## src/rtl/dsa_pixel_gather_simd.sv

```systemverilog
`timescale 1ns/1ps
// Bilinear neighbour fetch: maps SIMD_WIDTH destination pixels to clamped source neighbours,
// reads four bytes per lane from fixed-latency memory and presents every lane at once.
module dsa_pixel_gather_simd #(
  parameter int ADDR_WIDTH  = 18,
  parameter int SIMD_WIDTH  = 4,
  parameter int MEM_LATENCY = 2
) (
  input  logic                      clk,
  input  logic                      rst,
  input  logic                      req_valid,
  output logic                      req_ready,
  input  logic [15:0]               base_x,
  input  logic [15:0]               base_y,
  input  logic [15:0]               inv_scale,
  input  logic [ADDR_WIDTH-1:0]     img_base_addr,
  input  logic [15:0]               img_width,
  input  logic [15:0]               img_height,
  output logic                      mem_read_en,
  output logic [ADDR_WIDTH-1:0]     mem_addr,
  input  logic [7:0]                mem_data,
  output logic                      out_valid,
  input  logic                      out_ready,
  output logic [8*SIMD_WIDTH-1:0]   p00,
  output logic [8*SIMD_WIDTH-1:0]   p01,
  output logic [8*SIMD_WIDTH-1:0]   p10,
  output logic [8*SIMD_WIDTH-1:0]   p11,
  output logic [16*SIMD_WIDTH-1:0]  a,
  output logic [16*SIMD_WIDTH-1:0]  b,
  output logic                      busy
);

  localparam int NRD = 4 * SIMD_WIDTH;
  localparam int IW  = $clog2(NRD + 1);

  typedef enum logic [1:0] {IDLE, CALC, FETCH, HOLD} state_e;

  state_e                 state_q, state_d;
  logic [15:0]            bx_q, bx_d, by_q, by_d, inv_q, inv_d, w_q, w_d, h_q, h_d;
  logic [ADDR_WIDTH-1:0]  base_q, base_d;
  logic [IW-1:0]          lane_q, lane_d, iss_q, iss_d, rd_idx_q, rd_idx_d;
  logic [15:0]            x0_q [SIMD_WIDTH], x0_d [SIMD_WIDTH];
  logic [15:0]            x1_q [SIMD_WIDTH], x1_d [SIMD_WIDTH];
  logic [7:0]             fx_q [SIMD_WIDTH], fx_d [SIMD_WIDTH];
  logic [15:0]            y0_q, y0_d, y1_q, y1_d;
  logic [7:0]             fy_q, fy_d;
  logic [7:0]             buf_q [NRD], buf_d [NRD];
  logic [MEM_LATENCY-1:0] sr_vld_q, sr_vld_d;
  logic [IW-1:0]          sr_idx_q [MEM_LATENCY], sr_idx_d [MEM_LATENCY];
  logic                   mem_read_en_q, mem_read_en_d;
  logic [ADDR_WIDTH-1:0]  mem_addr_q, mem_addr_d;
  logic [8*SIMD_WIDTH-1:0]  p00_q, p00_d, p01_q, p01_d, p10_q, p10_d, p11_q, p11_d;
  logic [16*SIMD_WIDTH-1:0] a_q, a_d, b_q, b_d;

  logic          accept, calc_last, cap_en, fetch_done, issuing;
  logic [IW-1:0] cap_idx;
  logic [23:0]   sx, sy;
  logic [39:0]   cx, cy;
  logic [15:0]   rx, ry;

  // Returns {c0, c1, frac}; at or past the last row/column both taps collapse onto the edge.
  function automatic logic [39:0] clamp_axis(input logic [23:0] s, input logic [15:0] lim);
    logic [15:0] ip;
    ip = s[23:8];
    if (ip >= lim) clamp_axis = {lim, lim, 8'd0};
    else           clamp_axis = {ip, ip + 16'd1, s[7:0]};
  endfunction

  always_comb begin
    accept     = (state_q == IDLE) && req_valid;
    calc_last  = (state_q == CALC) && (lane_q == IW'(SIMD_WIDTH - 1));
    cap_en     = (state_q == FETCH) && sr_vld_q[MEM_LATENCY-1];
    cap_idx    = sr_idx_q[MEM_LATENCY-1];
    fetch_done = cap_en && (cap_idx == IW'(NRD - 1));
    issuing    = (state_q == FETCH) && (iss_q != IW'(NRD));
  end

  always_comb begin
    state_d = state_q;
    unique case (state_q)
      IDLE:  if (req_valid)  state_d = CALC;
      CALC:  if (calc_last)  state_d = FETCH;
      FETCH: if (fetch_done) state_d = HOLD;
      HOLD:  if (out_ready)  state_d = IDLE;
    endcase
  end

  always_comb begin
    req_ready = (state_q == IDLE);
    busy      = (state_q != IDLE);
    out_valid = (state_q == HOLD);
  end

  always_comb begin
    bx_d   = accept ? base_x        : bx_q;
    by_d   = accept ? base_y        : by_q;
    inv_d  = accept ? inv_scale     : inv_q;
    base_d = accept ? img_base_addr : base_q;
    w_d    = accept ? ((img_width  == 16'd0) ? 16'd1 : img_width)  : w_q;
    h_d    = accept ? ((img_height == 16'd0) ? 16'd1 : img_height) : h_q;
    lane_d = accept ? '0 : (state_q == CALC) ? lane_q + IW'(1) : lane_q;
    sx = 24'(({16'd0, bx_q} + 32'(lane_q)) * {16'd0, inv_q});
    sy = 24'({16'd0, by_q} * {16'd0, inv_q});
    cx = clamp_axis(sx, w_q - 16'd1);
    cy = clamp_axis(sy, h_q - 16'd1);
    x0_d = x0_q;
    x1_d = x1_q;
    fx_d = fx_q;
    y0_d = y0_q;
    y1_d = y1_q;
    fy_d = fy_q;
    if (state_q == CALC) begin
      for (int i = 0; i < SIMD_WIDTH; i++) begin
        if (i == int'(lane_q)) begin
          x0_d[i] = cx[39:24];
          x1_d[i] = cx[23:8];
          fx_d[i] = cx[7:0];
        end
      end
      y0_d = cy[39:24];
      y1_d = cy[23:8];
      fy_d = cy[7:0];
    end
  end

  // Read index k: lane k/4, tap k%4 with bit0 selecting x1 and bit1 selecting y1.
  always_comb begin
    rx = 16'd0;
    for (int i = 0; i < SIMD_WIDTH; i++) begin
      if (i == int'(iss_q) / 4) rx = iss_q[0] ? x1_q[i] : x0_q[i];
    end
    ry            = iss_q[1] ? y1_q : y0_q;
    mem_read_en_d = issuing;
    mem_addr_d    = issuing ? ADDR_WIDTH'(32'(base_q) + {16'd0, ry} * {16'd0, w_q} + {16'd0, rx})
                            : mem_addr_q;
    rd_idx_d      = issuing ? iss_q : rd_idx_q;
    iss_d         = accept ? '0 : issuing ? iss_q + IW'(1) : iss_q;
    sr_vld_d[0]   = mem_read_en_q;
    sr_idx_d[0]   = rd_idx_q;
    for (int i = 1; i < MEM_LATENCY; i++) begin
      sr_vld_d[i] = sr_vld_q[i-1];
      sr_idx_d[i] = sr_idx_q[i-1];
    end
    buf_d = buf_q;
    if (cap_en) begin
      for (int i = 0; i < NRD; i++) begin
        if (i == int'(cap_idx)) buf_d[i] = mem_data;
      end
    end
  end

  // Results are published only on completion, merging the final captured byte.
  always_comb begin
    p00_d = p00_q;
    p01_d = p01_q;
    p10_d = p10_q;
    p11_d = p11_q;
    a_d   = a_q;
    b_d   = b_q;
    if (fetch_done) begin
      for (int i = 0; i < SIMD_WIDTH; i++) begin
        p00_d[8*i +: 8]  = buf_d[4*i];
        p01_d[8*i +: 8]  = buf_d[4*i+1];
        p10_d[8*i +: 8]  = buf_d[4*i+2];
        p11_d[8*i +: 8]  = buf_d[4*i+3];
        a_d[16*i +: 16]  = {8'd0, fx_q[i]};
        b_d[16*i +: 16]  = {8'd0, fy_q};
      end
    end
  end

  always_ff @(posedge clk or posedge rst) begin
    if (rst) begin
      state_q       <= IDLE;
      lane_q        <= '0;
      iss_q         <= '0;
      sr_vld_q      <= '0;
      mem_read_en_q <= 1'b0;
      mem_addr_q    <= '0;
      p00_q         <= '0;
      p01_q         <= '0;
      p10_q         <= '0;
      p11_q         <= '0;
      a_q           <= '0;
      b_q           <= '0;
    end else begin
      state_q       <= state_d;
      lane_q        <= lane_d;
      iss_q         <= iss_d;
      sr_vld_q      <= sr_vld_d;
      mem_read_en_q <= mem_read_en_d;
      mem_addr_q    <= mem_addr_d;
      p00_q         <= p00_d;
      p01_q         <= p01_d;
      p10_q         <= p10_d;
      p11_q         <= p11_d;
      a_q           <= a_d;
      b_q           <= b_d;
    end
  end

  always_ff @(posedge clk) begin
    bx_q     <= bx_d;
    by_q     <= by_d;
    inv_q    <= inv_d;
    base_q   <= base_d;
    w_q      <= w_d;
    h_q      <= h_d;
    x0_q     <= x0_d;
    x1_q     <= x1_d;
    fx_q     <= fx_d;
    y0_q     <= y0_d;
    y1_q     <= y1_d;
    fy_q     <= fy_d;
    rd_idx_q <= rd_idx_d;
    sr_idx_q <= sr_idx_d;
    buf_q    <= buf_d;
  end

  assign mem_read_en = mem_read_en_q;
  assign mem_addr    = mem_addr_q;
  assign p00 = p00_q;
  assign p01 = p01_q;
  assign p10 = p10_q;
  assign p11 = p11_q;
  assign a   = a_q;
  assign b   = b_q;

endmodule

```

## config.mk

```make
export PLATFORM = sky130hd
export DESIGN_NAME = dsa_pixel_gather_simd
export DESIGN_NICKNAME = d
export VERILOG_FILES = /design/src/rtl/dsa_pixel_gather_simd.sv
export SDC_FILE = /design/constraint.sdc
export NUM_CORES = 2
export LEC_CHECK = 0
export ABC_AREA = 1
export CORE_UTILIZATION = 40
export CTS_BUF_LIST = sky130_fd_sc_hd__clkbuf_4 sky130_fd_sc_hd__clkbuf_8
export CTS_CLUSTER_DIAMETER = 40
export DETAILED_ROUTE_END_ITERATION = 6
export DONT_BUFFER_PORTS = 1
export PLACE_DENSITY = 0.6
export SYNTH_ARGS = -nofsm -noshare
export SYNTH_HDL_FRONTEND = slang
export SYNTH_SLANG_ARGS = --single-unit
export TNS_END_PERCENT = 30
```

## constraint.sdc

```tcl
create_clock -name clk -period 14.8 [get_ports clk]
set_clock_uncertainty 0.05 [all_clocks]
set_input_delay 1.48 -clock clk [delete_from_list [all_inputs] [get_ports clk]]
set_output_delay 1.48 -clock clk [all_outputs]
set_load 0.05 [all_outputs]
```

==> impl_metrics.tcl <==
set metrics [dict create \
    dp_hpwl_mm 89.6 \
    clockRootBuffer "sky130_fd_sc_hd__clkbuf_8" \
    synth_cells 5038 \
    synth_edf_count 303 \
    clkLatencyLatePin_ps 820 \
    totalNegativeSetupSlack_ps 0 \
    max_cap_check_violation_count 0 \
    floorplan.die_area_mm2 0.118 \
    cts_tree "done" \
    post_cts_hold_buffer_count 0 \
    area_growth_synth_to_finish_pct 7.81 \
    worst_setup_path_start_kind "flop" \
    rows 124 \
    cp_required_ps 15250 \
    final_nets 5802 \
    slew_viol_final 0 \
    finalCritPeriodShare 0.646 \
    drc 0 \
    relSlewSlack 0.212 \
    seq_area_frac_synth 0.359 \
    final_hold_viol_count 0 \
    first_pass_detailed_route_iteration_total 7 \
    maxUsedRoutingLayer "met5" \
    synthFlopType "sky130_fd_sc_hd__edfxtp_1" \
    io_buffer_count 0 \
    worst_r2r_startpoint "lane_q[0]$_DFFE_PP0P_" \
    global_route_wire_length_before_repair_mm 185 \
    detailedRoute.firstIterationViolations 2131 \
    timing.hold.worst.class "flop to flop" \
    worstMarginPinSlew_ps 1180 \
    cts.sinks 634 \
    inserted_clock_buffers 113 \
    met2_length_mm 56.8 \
    die_x_um 343 \
    r2r_slack_ps 5240 \
    postRouteAntennaNets 0 \
    htreeDepth 3 \
    critical_path.most_common_cell "sky130_fd_sc_hd__nand2_1" \
    post_drt_via_cell_ratio 4.88 \
    share_of_async_settable_or_async_resettable_flops_after_synthesis 0.317 \
    cts_repair_resize_count 0 \
    critical_path.endpoint "x1_q[47]$_DFFE_PP_" \
    place_congestion 0.898 \
    synthDistinctLibCells 58 \
    groute.usage.overall 0.203 \
    final_period_minus_worst_setup_slack_ps 9560 \
    critical_path.max_stage_delay_ps 670 \
    dr_wl_met3_mm 8.44 \
    max_freq_mhz 105 \
    total_overflow_reported_by_the_global_router 0 \
    die_height_um 343 \
    design.portCount 388 \
    post_synth_instance_area_mm2 0.0466 \
    worst-setup-path-type "flop to flop" \
    initial_antenna_violation_count 4 \
    synth-seq-cells 634 \
    crit_path_top_delay_cell "sky130_fd_sc_hd__xor2_1" \
    synth_area_per_cell_um2 9.24 \
    postCtsSetupBuffers 0 \
    rsz0062_at_grt "false" \
    vias 32101 \
    worstPathArrival_ps 10020 \
    floorplan.initialDensity 0.406 \
    first_global_vias 32576 \
    critical_path.endpoint_type "flop" \
    clkSlewWorstSetupHoldPaths_ps 60 \
    finalInstanceArea_mm2 0.0502 \
    worst_r2r_path_depth 39 \
    timing.critical_path.from "lane_q[0]$_DFFE_PP0P_" \
    post_route_cells_drive_above_1_share 0.100 \
    clock_tree.buffer_depth 3 \
    outcome "finished, final reports clean" \
    finalCoreUtilization 0.437 \
    cp_max_fo 34 \
    synthesis.yosys.warnings 0 \
    largest_net_degree_at_the_start_of_global_routing 85 \
    post_drt_wl_per_cell_um 18.0 \
    count_of_final_setup_violators 0 \
    drt-met1-wl_mm 50.1 \
    placed_area_mm2 0.0476 \
    critical_path.reg2reg.endpoint "x1_q[47]$_DFFE_PP_" \
    placeableCoreArea_mm2 0.115 \
    drt_wl_total_mm 119 \
]
[stage by stage]
| step | setup WS, ps | std cells | hold WS, ps |
|---|---|---|---|
| 2_1_floorplan | 6840 | 5101 | 260 |
| 5_1_grt | 4460 | 6583 | 285 |
| 6_report | 5240 | 6583 | 274 |
| 4_1_cts | 5320 | 6581 | 276 |
| 3_5_place_dp | 5320 | 6369 | 263 |
| 3_3_place_gp | 5590 | 6369 | 264 |
[final cells by class]
class | instances | area [um2]
inverters | 974 | 3670
repair buffers | 40 | 300
fillers | 11143 | 64600
flip-flops and latches | 634 | 16700
multi-input cells | 3209 | 25000
diodes | 2 | 5.00
well taps | 1512 | 1890
clock inverters | 49 | 571
clock buffers | 163 | 2010
[worst max-delay path, delay by kind of cell (launching register included)]
kind | cells | cell delay [ps]
adder cells (fa/ha/maj) | 10 | 4130
AND/OR/NAND/NOR | 18 | 2110
buffers and inverters | 9 | 1600
XOR/XNOR | 1 | 670
flip-flops | 1 | 420
AO/OA/AOI/OAI | 1 | 240
[logic make-up after synthesis]
logic type / synth area share
XOR/XNOR: 0.0208
multiplexers: 0.0391
flip-flops: 0.359
other: 0.0000805
AND/OR/NAND/NOR: 0.153
buffers and inverters: 0.110
AO/OA/AOI/OAI: 0.0463
adder cells (fa/ha/maj): 0.271
[sequential cells by signal (all words and copies together), names as in the netlist, 18 cells and up]
register,cells
mem_addr,18
p01,32
p10,32
x0_q,64
p00,32
p11,32
fx_q,32
a,32
buf_q,120
base_q,18
x1_q,64
[Yosys cell counts, types with 17 or more instances]
| cell type | instances | share of area |
|---|---|---|
| sky130_fd_sc_hd__a21o_1 | 17 | 0.0027 |
| sky130_fd_sc_hd__a21oi_1 | 97 | 0.010 |
| sky130_fd_sc_hd__buf_2 | 19 | 0.0020 |
| sky130_fd_sc_hd__buf_4 | 92 | 0.015 |
| sky130_fd_sc_hd__clkbuf_1 | 161 | 0.013 |
| sky130_fd_sc_hd__dfrtp_1 | 201 | 0.11 |
| sky130_fd_sc_hd__dfxtp_1 | 130 | 0.056 |
| sky130_fd_sc_hd__edfxtp_1 | 303 | 0.20 |
| sky130_fd_sc_hd__fa_1 | 482 | 0.21 |
| sky130_fd_sc_hd__ha_1 | 238 | 0.064 |
| sky130_fd_sc_hd__inv_1 | 956 | 0.077 |
| sky130_fd_sc_hd__mux2_2 | 160 | 0.039 |
| sky130_fd_sc_hd__nand2_1 | 1201 | 0.097 |
| sky130_fd_sc_hd__nand3_1 | 111 | 0.012 |
| sky130_fd_sc_hd__nand4_1 | 34 | 0.0046 |
| sky130_fd_sc_hd__nor2_1 | 317 | 0.026 |
| sky130_fd_sc_hd__nor3_1 | 25 | 0.0027 |
| sky130_fd_sc_hd__o21ai_0 | 195 | 0.021 |
| sky130_fd_sc_hd__o21ai_1 | 23 | 0.0025 |
| sky130_fd_sc_hd__or2_2 | 32 | 0.0043 |
| sky130_fd_sc_hd__xnor2_1 | 35 | 0.0066 |
| sky130_fd_sc_hd__xor2_1 | 68 | 0.013 |
[metal layers]
layer / up-vias / GRT usage
met5: - / 0
met1: 15674 / 0.260
met4: 2 / 0.0669
li1: 15243 / -
met2: 1000 / 0.340
met3: 182 / 0.0442
[how the worst min path moves through the flow]
| stage | from | end | slack, ps | depth (start not counted) |
|---|---|---|---|---|
| 6_report | sr_idx_d[0]$_DFF_P_ | cap_idx[0]$_DFF_P_ | 270 | 0 |
| 5_1_grt | sr_idx_d[0]$_DFF_P_ | cap_idx[0]$_DFF_P_ | 280 | 0 |
| 4_1_cts | sr_idx_d[0]$_DFF_P_ | cap_idx[0]$_DFF_P_ | 280 | 0 |
| 3_5_place_dp | sr_idx_d[0]$_DFF_P_ | cap_idx[0]$_DFF_P_ | 260 | 0 |
| 3_3_place_gp | sr_idx_d[0]$_DFF_P_ | cap_idx[0]$_DFF_P_ | 260 | 0 |
| 2_1_floorplan | sr_idx_d[0]$_DFF_P_ | cap_idx[0]$_DFF_P_ | 260 | 0 |
[layout by cell type, fill, tap and decap left out, types with 22 or more instances in the layout]
cell                       count
sky130_fd_sc_hd__a21oi_1      97
sky130_fd_sc_hd__o21ai_0     194
sky130_fd_sc_hd__dfxtp_1     130
sky130_fd_sc_hd__clkbuf_8    125
sky130_fd_sc_hd__dfrtp_1     192
sky130_fd_sc_hd__ha_1        237
sky130_fd_sc_hd__conb_1       64
sky130_fd_sc_hd__nor3_1       22
sky130_fd_sc_hd__buf_4        40
sky130_fd_sc_hd__nand3_1     111
sky130_fd_sc_hd__xor2_1       68
sky130_fd_sc_hd__inv_1       954
sky130_fd_sc_hd__nand4_1      34
sky130_fd_sc_hd__fa_1        482
sky130_fd_sc_hd__xnor2_1      35
sky130_fd_sc_hd__nor2_1      313
sky130_fd_sc_hd__nand2_1    1201
sky130_fd_sc_hd__mux2_2      160
sky130_fd_sc_hd__edfxtp_1    303
sky130_fd_sc_hd__or2_2        32
sky130_fd_sc_hd__o21ai_1      24
sky130_fd_sc_hd__clkbuf_4     38
Power is not shown: default switching activity piles up to over one toggle a cycle in this logic, so the estimate is an artifact.
